## config.mk

```make
export PLATFORM = sky130hd
export DESIGN_NAME = ble_slot_sequencer_flat
export DESIGN_NICKNAME = d
export VERILOG_FILES = /design/src/rtl/ble_slot_sequencer_if.sv /design/src/rtl/ble_slot_sequencer.sv /design/src/flat_wrapper.sv
export SDC_FILE = /design/constraint.sdc
export NUM_CORES = 1
export LEC_CHECK = 0
export CORE_ASPECT_RATIO = 1.2
export CORE_UTILIZATION = 55
export CTS_CLUSTER_DIAMETER = 40
export DETAILED_ROUTE_END_ITERATION = 10
export PLACE_DENSITY = 0.84
export SYNTH_ARGS = -nofsm -noshare
export SYNTH_HDL_FRONTEND = slang
export SYNTH_SLANG_ARGS = --single-unit
```

## constraint.sdc

```tcl
create_clock -name clock -period 3.65 [get_ports clock]
set_input_delay 0.73 -clock clock [delete_from_list [all_inputs] [get_ports clock]]
set_output_delay 0.73 -clock clock [all_outputs]
set_load 0.01 [all_outputs]
```

## src/rtl/ble_slot_sequencer_if.sv

```systemverilog
// Link-layer controller <-> slot sequencer bus: event configuration in, radio window controls out.
interface ble_slot_sequencer_if #(
  parameter int unsigned CNT_W  = 16,
  parameter int unsigned CH_W   = 6,
  parameter int unsigned PAIR_W = 8
);
  localparam int unsigned HOP_W = 5;
  localparam int unsigned EVT_W = 16;

  logic              start;
  logic              stop;
  logic              tx_first;
  logic [CNT_W-1:0]  slot_len;
  logic [CNT_W-1:0]  tifs_len;
  logic [PAIR_W-1:0] num_pairs;
  logic              ch_load;
  logic [CH_W-1:0]   ch_init;
  logic [HOP_W-1:0]  hop_inc;

  logic              ble_tx;
  logic              ble_rx;
  logic              ble_tifs;
  logic              busy;
  logic [CH_W-1:0]   channel_index;
  logic              event_done;
  logic              cfg_err;
  logic [EVT_W-1:0]  evt_count;

  modport master (
    output start, stop, tx_first, slot_len, tifs_len, num_pairs, ch_load, ch_init, hop_inc,
    input  ble_tx, ble_rx, ble_tifs, busy, channel_index, event_done, cfg_err, evt_count
  );

  modport slave (
    input  start, stop, tx_first, slot_len, tifs_len, num_pairs, ch_load, ch_init, hop_inc,
    output ble_tx, ble_rx, ble_tifs, busy, channel_index, event_done, cfg_err, evt_count
  );
endinterface

```

## src/rtl/ble_slot_sequencer.sv

```systemverilog
// BLE connection-event slot sequencer: alternating TX/RX slots separated by TIFS gaps, channel hop at event end.
// Optional completed-event counter enabled by macro BLE_SLOT_STATS_EN.
module ble_slot_sequencer #(
  parameter int unsigned CNT_W  = 16,
  parameter int unsigned CH_W   = 6,
  parameter int unsigned NUM_CH = 37,
  parameter int unsigned PAIR_W = 8
) (
  input  logic                 clock,
  input  logic                 rst,
  ble_slot_sequencer_if.slave  bus
);
  localparam int unsigned HOP_W = 5;
  localparam int unsigned SUM_W = CH_W + 1;
  localparam int unsigned EVT_W = 16;

  typedef enum logic [1:0] {S_IDLE, S_SLOT, S_GAP} state_e;

  state_e            state_q, state_d;
  logic              cur_tx_q, cur_tx_d;
  logic              second_q, second_d;
  logic              stop_req_q, stop_req_d;
  logic [CNT_W-1:0]  cnt_q, cnt_d;
  logic [PAIR_W-1:0] pair_q, pair_d;
  logic [CNT_W-1:0]  slot_len_q, slot_len_d;
  logic [CNT_W-1:0]  tifs_len_q, tifs_len_d;
  logic [PAIR_W-1:0] num_pairs_q, num_pairs_d;
  logic [HOP_W-1:0]  hop_q, hop_d;
  logic [CH_W-1:0]   ch_q, ch_d;

  logic ble_tx_q, ble_tx_d;
  logic ble_rx_q, ble_rx_d;
  logic ble_tifs_q, ble_tifs_d;
  logic busy_q, busy_d;
  logic done_q, done_d;
  logic cfg_err_q, cfg_err_d;

  logic              cfg_ok;
  logic              slot_end;
  logic              gap_end;
  logic              stop_seen;
  logic              event_end;
  logic              cfg_bad;
  logic [PAIR_W-1:0] pair_nxt;
  logic [SUM_W-1:0]  ch_sum;
  logic [CH_W-1:0]   ch_hop;

  assign cfg_ok    = (bus.slot_len != '0) && (bus.tifs_len != '0) && (32'(bus.hop_inc) < NUM_CH);
  assign slot_end  = (cnt_q == slot_len_q - CNT_W'(1));
  assign gap_end   = (cnt_q == tifs_len_q - CNT_W'(1));
  assign stop_seen = stop_req_q | bus.stop;
  assign pair_nxt  = second_q ? pair_q + PAIR_W'(1) : pair_q;

  // Modular hop: a single conditional subtract suffices since both operands are below NUM_CH.
  assign ch_sum = SUM_W'(ch_q) + SUM_W'(hop_q);
  assign ch_hop = (ch_sum >= SUM_W'(NUM_CH)) ? CH_W'(ch_sum - SUM_W'(NUM_CH)) : CH_W'(ch_sum);

  // State register
  always_ff @(posedge clock) begin
    if (!rst) state_q <= S_IDLE;
    else      state_q <= state_d;
  end

  // Next-state and datapath update
  always_comb begin
    state_d     = state_q;
    cur_tx_d    = cur_tx_q;
    second_d    = second_q;
    stop_req_d  = stop_req_q;
    cnt_d       = cnt_q;
    pair_d      = pair_q;
    slot_len_d  = slot_len_q;
    tifs_len_d  = tifs_len_q;
    num_pairs_d = num_pairs_q;
    hop_d       = hop_q;
    ch_d        = ch_q;
    event_end   = 1'b0;
    cfg_bad     = 1'b0;
    unique case (state_q)
      S_IDLE: begin
        stop_req_d = 1'b0;
        if (bus.start) begin
          if (cfg_ok) begin
            slot_len_d  = bus.slot_len;
            tifs_len_d  = bus.tifs_len;
            num_pairs_d = bus.num_pairs;
            hop_d       = bus.hop_inc;
            cur_tx_d    = bus.tx_first;
            second_d    = 1'b0;
            cnt_d       = '0;
            pair_d      = '0;
            if (bus.ch_load) ch_d = bus.ch_init;
            state_d = S_SLOT;
          end else begin
            cfg_bad = 1'b1;
          end
        end
      end
      S_SLOT: begin
        stop_req_d = stop_seen;
        if (slot_end) begin
          cnt_d  = '0;
          pair_d = pair_nxt;
          if (stop_seen || ((num_pairs_q != '0) && (pair_nxt == num_pairs_q))) begin
            state_d    = S_IDLE;
            stop_req_d = 1'b0;
            ch_d       = ch_hop;
            event_end  = 1'b1;
          end else begin
            state_d = S_GAP;
          end
        end else begin
          cnt_d = cnt_q + CNT_W'(1);
        end
      end
      S_GAP: begin
        stop_req_d = stop_seen;
        if (gap_end) begin
          cnt_d    = '0;
          cur_tx_d = ~cur_tx_q;
          second_d = ~second_q;
          state_d  = S_SLOT;
        end else begin
          cnt_d = cnt_q + CNT_W'(1);
        end
      end
      default: state_d = S_IDLE;
    endcase
  end

  // Output decode from next state so windows appear the cycle after the deciding edge
  always_comb begin
    ble_tx_d   = 1'b0;
    ble_rx_d   = 1'b0;
    ble_tifs_d = 1'b0;
    busy_d     = 1'b0;
    done_d     = event_end;
    cfg_err_d  = cfg_bad;
    unique case (state_d)
      S_SLOT: begin
        ble_tx_d = cur_tx_d;
        ble_rx_d = ~cur_tx_d;
        busy_d   = 1'b1;
      end
      S_GAP: begin
        ble_tifs_d = 1'b1;
        busy_d     = 1'b1;
      end
      default: ;
    endcase
  end

  // Datapath and output registers
  always_ff @(posedge clock) begin
    if (!rst) begin
      cur_tx_q    <= 1'b0;
      second_q    <= 1'b0;
      stop_req_q  <= 1'b0;
      cnt_q       <= '0;
      pair_q      <= '0;
      slot_len_q  <= '0;
      tifs_len_q  <= '0;
      num_pairs_q <= '0;
      hop_q       <= '0;
      ch_q        <= '0;
      ble_tx_q    <= 1'b0;
      ble_rx_q    <= 1'b0;
      ble_tifs_q  <= 1'b0;
      busy_q      <= 1'b0;
      done_q      <= 1'b0;
      cfg_err_q   <= 1'b0;
    end else begin
      cur_tx_q    <= cur_tx_d;
      second_q    <= second_d;
      stop_req_q  <= stop_req_d;
      cnt_q       <= cnt_d;
      pair_q      <= pair_d;
      slot_len_q  <= slot_len_d;
      tifs_len_q  <= tifs_len_d;
      num_pairs_q <= num_pairs_d;
      hop_q       <= hop_d;
      ch_q        <= ch_d;
      ble_tx_q    <= ble_tx_d;
      ble_rx_q    <= ble_rx_d;
      ble_tifs_q  <= ble_tifs_d;
      busy_q      <= busy_d;
      done_q      <= done_d;
      cfg_err_q   <= cfg_err_d;
    end
  end

`ifdef BLE_SLOT_STATS_EN
  logic [EVT_W-1:0] evt_cnt_q;

  // Completed-event counter, wraps naturally
  always_ff @(posedge clock) begin
    if (!rst)          evt_cnt_q <= '0;
    else if (done_d)   evt_cnt_q <= evt_cnt_q + EVT_W'(1);
  end

  assign bus.evt_count = evt_cnt_q;
`else
  assign bus.evt_count = '0;
`endif

  assign bus.ble_tx        = ble_tx_q;
  assign bus.ble_rx        = ble_rx_q;
  assign bus.ble_tifs      = ble_tifs_q;
  assign bus.busy          = busy_q;
  assign bus.channel_index = ch_q;
  assign bus.event_done    = done_q;
  assign bus.cfg_err       = cfg_err_q;
endmodule

```

## src/flat_wrapper.sv

```systemverilog
// flat-port wrapper written by rule: the top's interface ports become plain ports
module ble_slot_sequencer_flat 
#(
  parameter int unsigned CNT_W  = 16,
  parameter int unsigned CH_W   = 6,
  parameter int unsigned NUM_CH = 37,
  parameter int unsigned PAIR_W = 8
)
  (clock, rst, bus_start, bus_stop, bus_tx_first, bus_slot_len, bus_tifs_len, bus_num_pairs, bus_ch_load, bus_ch_init, bus_hop_inc, bus_ble_tx, bus_ble_rx, bus_ble_tifs, bus_busy, bus_channel_index, bus_event_done, bus_cfg_err, bus_evt_count);
  ble_slot_sequencer_if #(.CNT_W(CNT_W), .CH_W(CH_W), .PAIR_W(PAIR_W)) bus_i ();
  input  logic clock;
  input  logic rst;
  input wire logic [$bits(bus_i.start)-1:0] bus_start;
  input wire logic [$bits(bus_i.stop)-1:0] bus_stop;
  input wire logic [$bits(bus_i.tx_first)-1:0] bus_tx_first;
  input wire logic [$bits(bus_i.slot_len)-1:0] bus_slot_len;
  input wire logic [$bits(bus_i.tifs_len)-1:0] bus_tifs_len;
  input wire logic [$bits(bus_i.num_pairs)-1:0] bus_num_pairs;
  input wire logic [$bits(bus_i.ch_load)-1:0] bus_ch_load;
  input wire logic [$bits(bus_i.ch_init)-1:0] bus_ch_init;
  input wire logic [$bits(bus_i.hop_inc)-1:0] bus_hop_inc;
  output wire logic [$bits(bus_i.ble_tx)-1:0] bus_ble_tx;
  output wire logic [$bits(bus_i.ble_rx)-1:0] bus_ble_rx;
  output wire logic [$bits(bus_i.ble_tifs)-1:0] bus_ble_tifs;
  output wire logic [$bits(bus_i.busy)-1:0] bus_busy;
  output wire logic [$bits(bus_i.channel_index)-1:0] bus_channel_index;
  output wire logic [$bits(bus_i.event_done)-1:0] bus_event_done;
  output wire logic [$bits(bus_i.cfg_err)-1:0] bus_cfg_err;
  output wire logic [$bits(bus_i.evt_count)-1:0] bus_evt_count;
  assign bus_i.start = bus_start;
  assign bus_i.stop = bus_stop;
  assign bus_i.tx_first = bus_tx_first;
  assign bus_i.slot_len = bus_slot_len;
  assign bus_i.tifs_len = bus_tifs_len;
  assign bus_i.num_pairs = bus_num_pairs;
  assign bus_i.ch_load = bus_ch_load;
  assign bus_i.ch_init = bus_ch_init;
  assign bus_i.hop_inc = bus_hop_inc;
  assign bus_ble_tx = bus_i.ble_tx;
  assign bus_ble_rx = bus_i.ble_rx;
  assign bus_ble_tifs = bus_i.ble_tifs;
  assign bus_busy = bus_i.busy;
  assign bus_channel_index = bus_i.channel_index;
  assign bus_event_done = bus_i.event_done;
  assign bus_cfg_err = bus_i.cfg_err;
  assign bus_evt_count = bus_i.evt_count;
  ble_slot_sequencer #(.CNT_W(CNT_W), .CH_W(CH_W), .NUM_CH(NUM_CH), .PAIR_W(PAIR_W)) u_core (.clock(clock), .rst(rst), .bus(bus_i));
endmodule
```

==> results of run 1 <==
-- worst max path at each step --
stage,to,slack [ns],from,depth (start not counted)
final,u_core.bus.ble_rx,0.21,u_core.slot_len_q[1],13
after global routing,u_core.bus.ble_rx,0.02,u_core.slot_len_q[1],13
after floorplan,u_core.bus.ble_rx,0.32,u_core.slot_len_q[0],13
after global placement,u_core.bus.ble_rx,0.19,u_core.slot_len_q[1],13
after CTS,u_core.bus.ble_rx,0.12,u_core.slot_len_q[1],13
after detailed placement,u_core.bus.ble_rx,0.13,u_core.slot_len_q[1],13
-- per-layer routing --
metal,global-route usage [%],up-vias,routed length (um)
met5,0,-,0
met4,16.3,0,652
met2,54.1,201,8030
met1,32.8,2641,6020
met3,4.10,47,778
li1,-,2723,-
-- final cells by class --
cell class / count / area [sq um]
clock buffers: 12 / 267
clock inverters: 4 / 52.6
fillers: 822 / 3190
inverters: 23 / 86.3
multi-input cells: 581 / 3600
flip-flops and latches: 86 / 1720
well taps: 126 / 158
repair buffers: 99 / 938
-- power breakdown --
group	internal [W]	total, W	switching, W
logic	0.000263	0.000571	0.000308
clock network	0.000589	0.000976	0.000387
registers	0.000979	0.00103	0.0000479
-- state kept, by name (all words and copies together) (netlist names), 2 cells and up --
| register | flops |
|---|---|
| u_core.hop_q | 5 |
| u_core.bus.channel_index | 6 |
| u_core.slot_len_q | 16 |
| u_core.tifs_len_q | 16 |
| u_core.pair_q | 8 |
| u_core.state_q | 2 |
| u_core.num_pairs_q | 8 |
| u_core.cnt_q | 16 |
-- worst max-delay path, stage by stage (launching register included) --
cell and delay (ns):
dfxtp_1 0.32, inv_1 0.06, ha_1 0.17, or4b_1 0.52, o41ai_2 0.28, o21ai_1 0.10, or4_4 0.53, or4_1 0.57
nor2_2 0.13, a22oi_1 0.11, or2_1 0.24, ha_1 0.17, nand2_1 0.07, nor2_1 0.04
-- cells by family after synthesis --
kind of cell | Yosys count
compound gates | 172
xor+xnor | 56
fa+ha+maj | 18
buf+inv | 86
flops | 86
mux | 10
other cells | 1
simple gates | 309
-- through the flow --
stage | setup slack (ns) | hold slack, ns | cell area, sq um | util (%)
after global placement | 0.190 | 0.448 | 6480 | 64.7
after floorplan | 0.319 | 0.440 | 5720 | -
after global routing | 0.0195 | 0.480 | 6820 | 68.2
final | 0.211 | 0.460 | 6820 | 68.2
after CTS | 0.121 | 0.462 | 6800 | 67.9
after detailed placement | 0.134 | 0.454 | 6480 | 64.7
-- cells in the mapped netlist (3+ instances only) --
master and instances:
buf_4 16, a221o_1 3, dfxtp_1 86, nor4_1 15
ha_1 17, nor3_1 20, nor2_1 46, a21o_1 8
xnor2_1 32, clkbuf_1 38, nand3_1 26, buf_6 4
a211o_1 4, a31oi_1 9, or3_1 4, and2_1 7
or4_1 5, and3_1 12, nor4b_1 6, inv_1 22
nand4_1 12, nand2b_1 7, mux2i_1 8, nand2_1 127
a21oi_1 63, a22oi_1 3, buf_1 4, o21ai_0 17
a211oi_1 10, o31ai_1 8, o211ai_1 3, nor2b_1 7
a22o_1 9, xor2_1 24
-- what timing repair did --
action / in CTS / in global routing
hold buffers: 0 / 0
gates resized for setup: 0 / 3
setup buffers: 0 / 1
endpoints found under the setup margin: 0 / 7
==> results by group, run 1 <==
Place
  – Dpl cells: 914
  – GP Congestion: between 0.9 and 1
  – Post-DP HPWL: about 12 mm
  – Port bufs: 68

Finish
  – Commonest non-fill, non-tap cell in the layout: nand2_1
  – Synthesis-to-finish area growth: 20.5%
  – Final nets: 875
  – Commonest cells after routing, fill and taps aside: 127 x nand2_1, 86 x dfxtp_1, 68 x clkdlybuf4s50_1, 63 x a21oi_1, 45 x nor2_1
  – N_diodes: 0
  – Final std cells w/o fill: just over 900
  – Layout cells sized above 1: 8.45%

Floorplanning
  – Initial Util: between 50% and 60%
  – DIE WIDTH: 94.6 um
  – Rows: 40
  – Core area: 10,000 sq um
  – Die height: 113 um
  – Die area: 10,700 sq um
  – I/O pin count: 85

Power
  – P_leak: 2.69 nW
  – Peak supply drop: 0.253 mV
  – PD cells: 377 nW/um^2
  – Tot Pwr: 0.00257 W

Global routing
  – Largest net degree at the start of global routing: 40
  – GRT Total Usage: 29.8%
  – Grt ovf: 0
  – Vias in the first global route: 5,374
  – Initial antenna violation count: 0
  – First-pass GRT wire length: between 20 and 30 mm

Yosys
  – Mapped cell area: 5660 sq um
  – Adder and majority cell fraction of the synthesized area: between 4 and 5%
  – XOR/XNOR share of the synthesized area: under 10%
  – Synth Register Bits: 86
  – Compound-Gate Fraction of Synth Area: 20.9%
  – Sequential area share after synthesis: just over 30%
  – Mux contribution to synthesized area: 1.81%
  – FFs w/ async S/R, synth: 0%
  – Synth Area in Simple Gates: 26.7%
  – Largest family of logic cells by synthesized area: simple AND/OR/NAND/NOR gates
  – Area fraction of the dominant cell type after synthesis: between 30% and 40%
  – Synth top area cells: dfxtp_1 30%, nand2_1 8.4%, a21oi_1 5.6%
  – Main synth FF type: dfxtp_1
  – Synth Instances: 738
  – Syn_area_per_cell: between 7 and 8 sq um
  – Synth warn: 0
  – Synth area leader: dfxtp_1
  – Synth cell types: 78
  – EDFF count, synth: 0

STA
  – RSZ-0062 raised after global routing: no
  – Final setup fails: 0
  – Minimum clock period: 3.44 ns
  – Final Hold Vio Count: 0
  – Fin crit share: 94.2%
  – Pin slew with the least headroom to its limit: 0.970 ns
  – Achievable frequency: 0.291 GHz
  – Sum Neg Setup Slack: 0 ns
  – Clock Skew: ~0.0072 ns
  – Slew Viols, Final: 0
  – Rel. slew slack: 35.3%

Worst setup path
  – Arrival time at the worst endpoint: 3.67 ns
  – Setup crit start kind: flop
  – Worst Setup End Kind: flop
  – Worst r2r dst: u_core.bus.ble_rx
  – Required @ worst endpoint: between 3 and 4 ns
  – Register-to-register path setup slack: 0.21 ns
  – Reg2Reg Depth: 13
  – Crit-path max FO: 4
  – Reg2Reg Launch Point: u_core.slot_len_q[1]
  – WS Path Type: reg -> reg

Hold path
  – Hold/Removal Path Class: reg -> reg
  – Hold depth: 2
  – Worst hold start: u_core.hop_q[4]
  – WHS Endpoint: u_core.hop_q[4]

Clocking
  – Clock Tree Buf Depth: 2
  – Worst-path clk slew: 0.06 ns
  – CTS tree: yes
  – Clock latency on the worst-skew pair: 0.35 ns
  – H-tree depth: 3
  – Clock root cell: clkbuf_16
  – Clk sinks: 86
  – Total CTS buffers: 9

Run
  – Max Cap Viol: 0

Drt
  – Number of iterations in the first detailed-routing pass: 5
  – Iteration-0 DRC count of the detailed router: 310
  – Routed WL per cell: 16.6 um
  – Drt via density: 6.03
  – DRT antenna net count: 0
  – DRC: 0
  – Total Wirelength: about 15 mm
  – Routed vias: 5,612

Status
  – Outcome: complete, no violations
Power figures use the tool's default switching activity.
==> inputs of run 2 (changes only) <==
Settings changed: CAP_MARGIN from default to 20.
==> results of run 2 <==
No change in the layout: final DEF, timing and power equal those of run 1.
==> inputs of run 3 (changes only) <==
Settings changed: CAP_MARGIN 20 to 30.
==> results of run 3 <==
No change in the layout: final DEF, timing and power equal those of run 1.
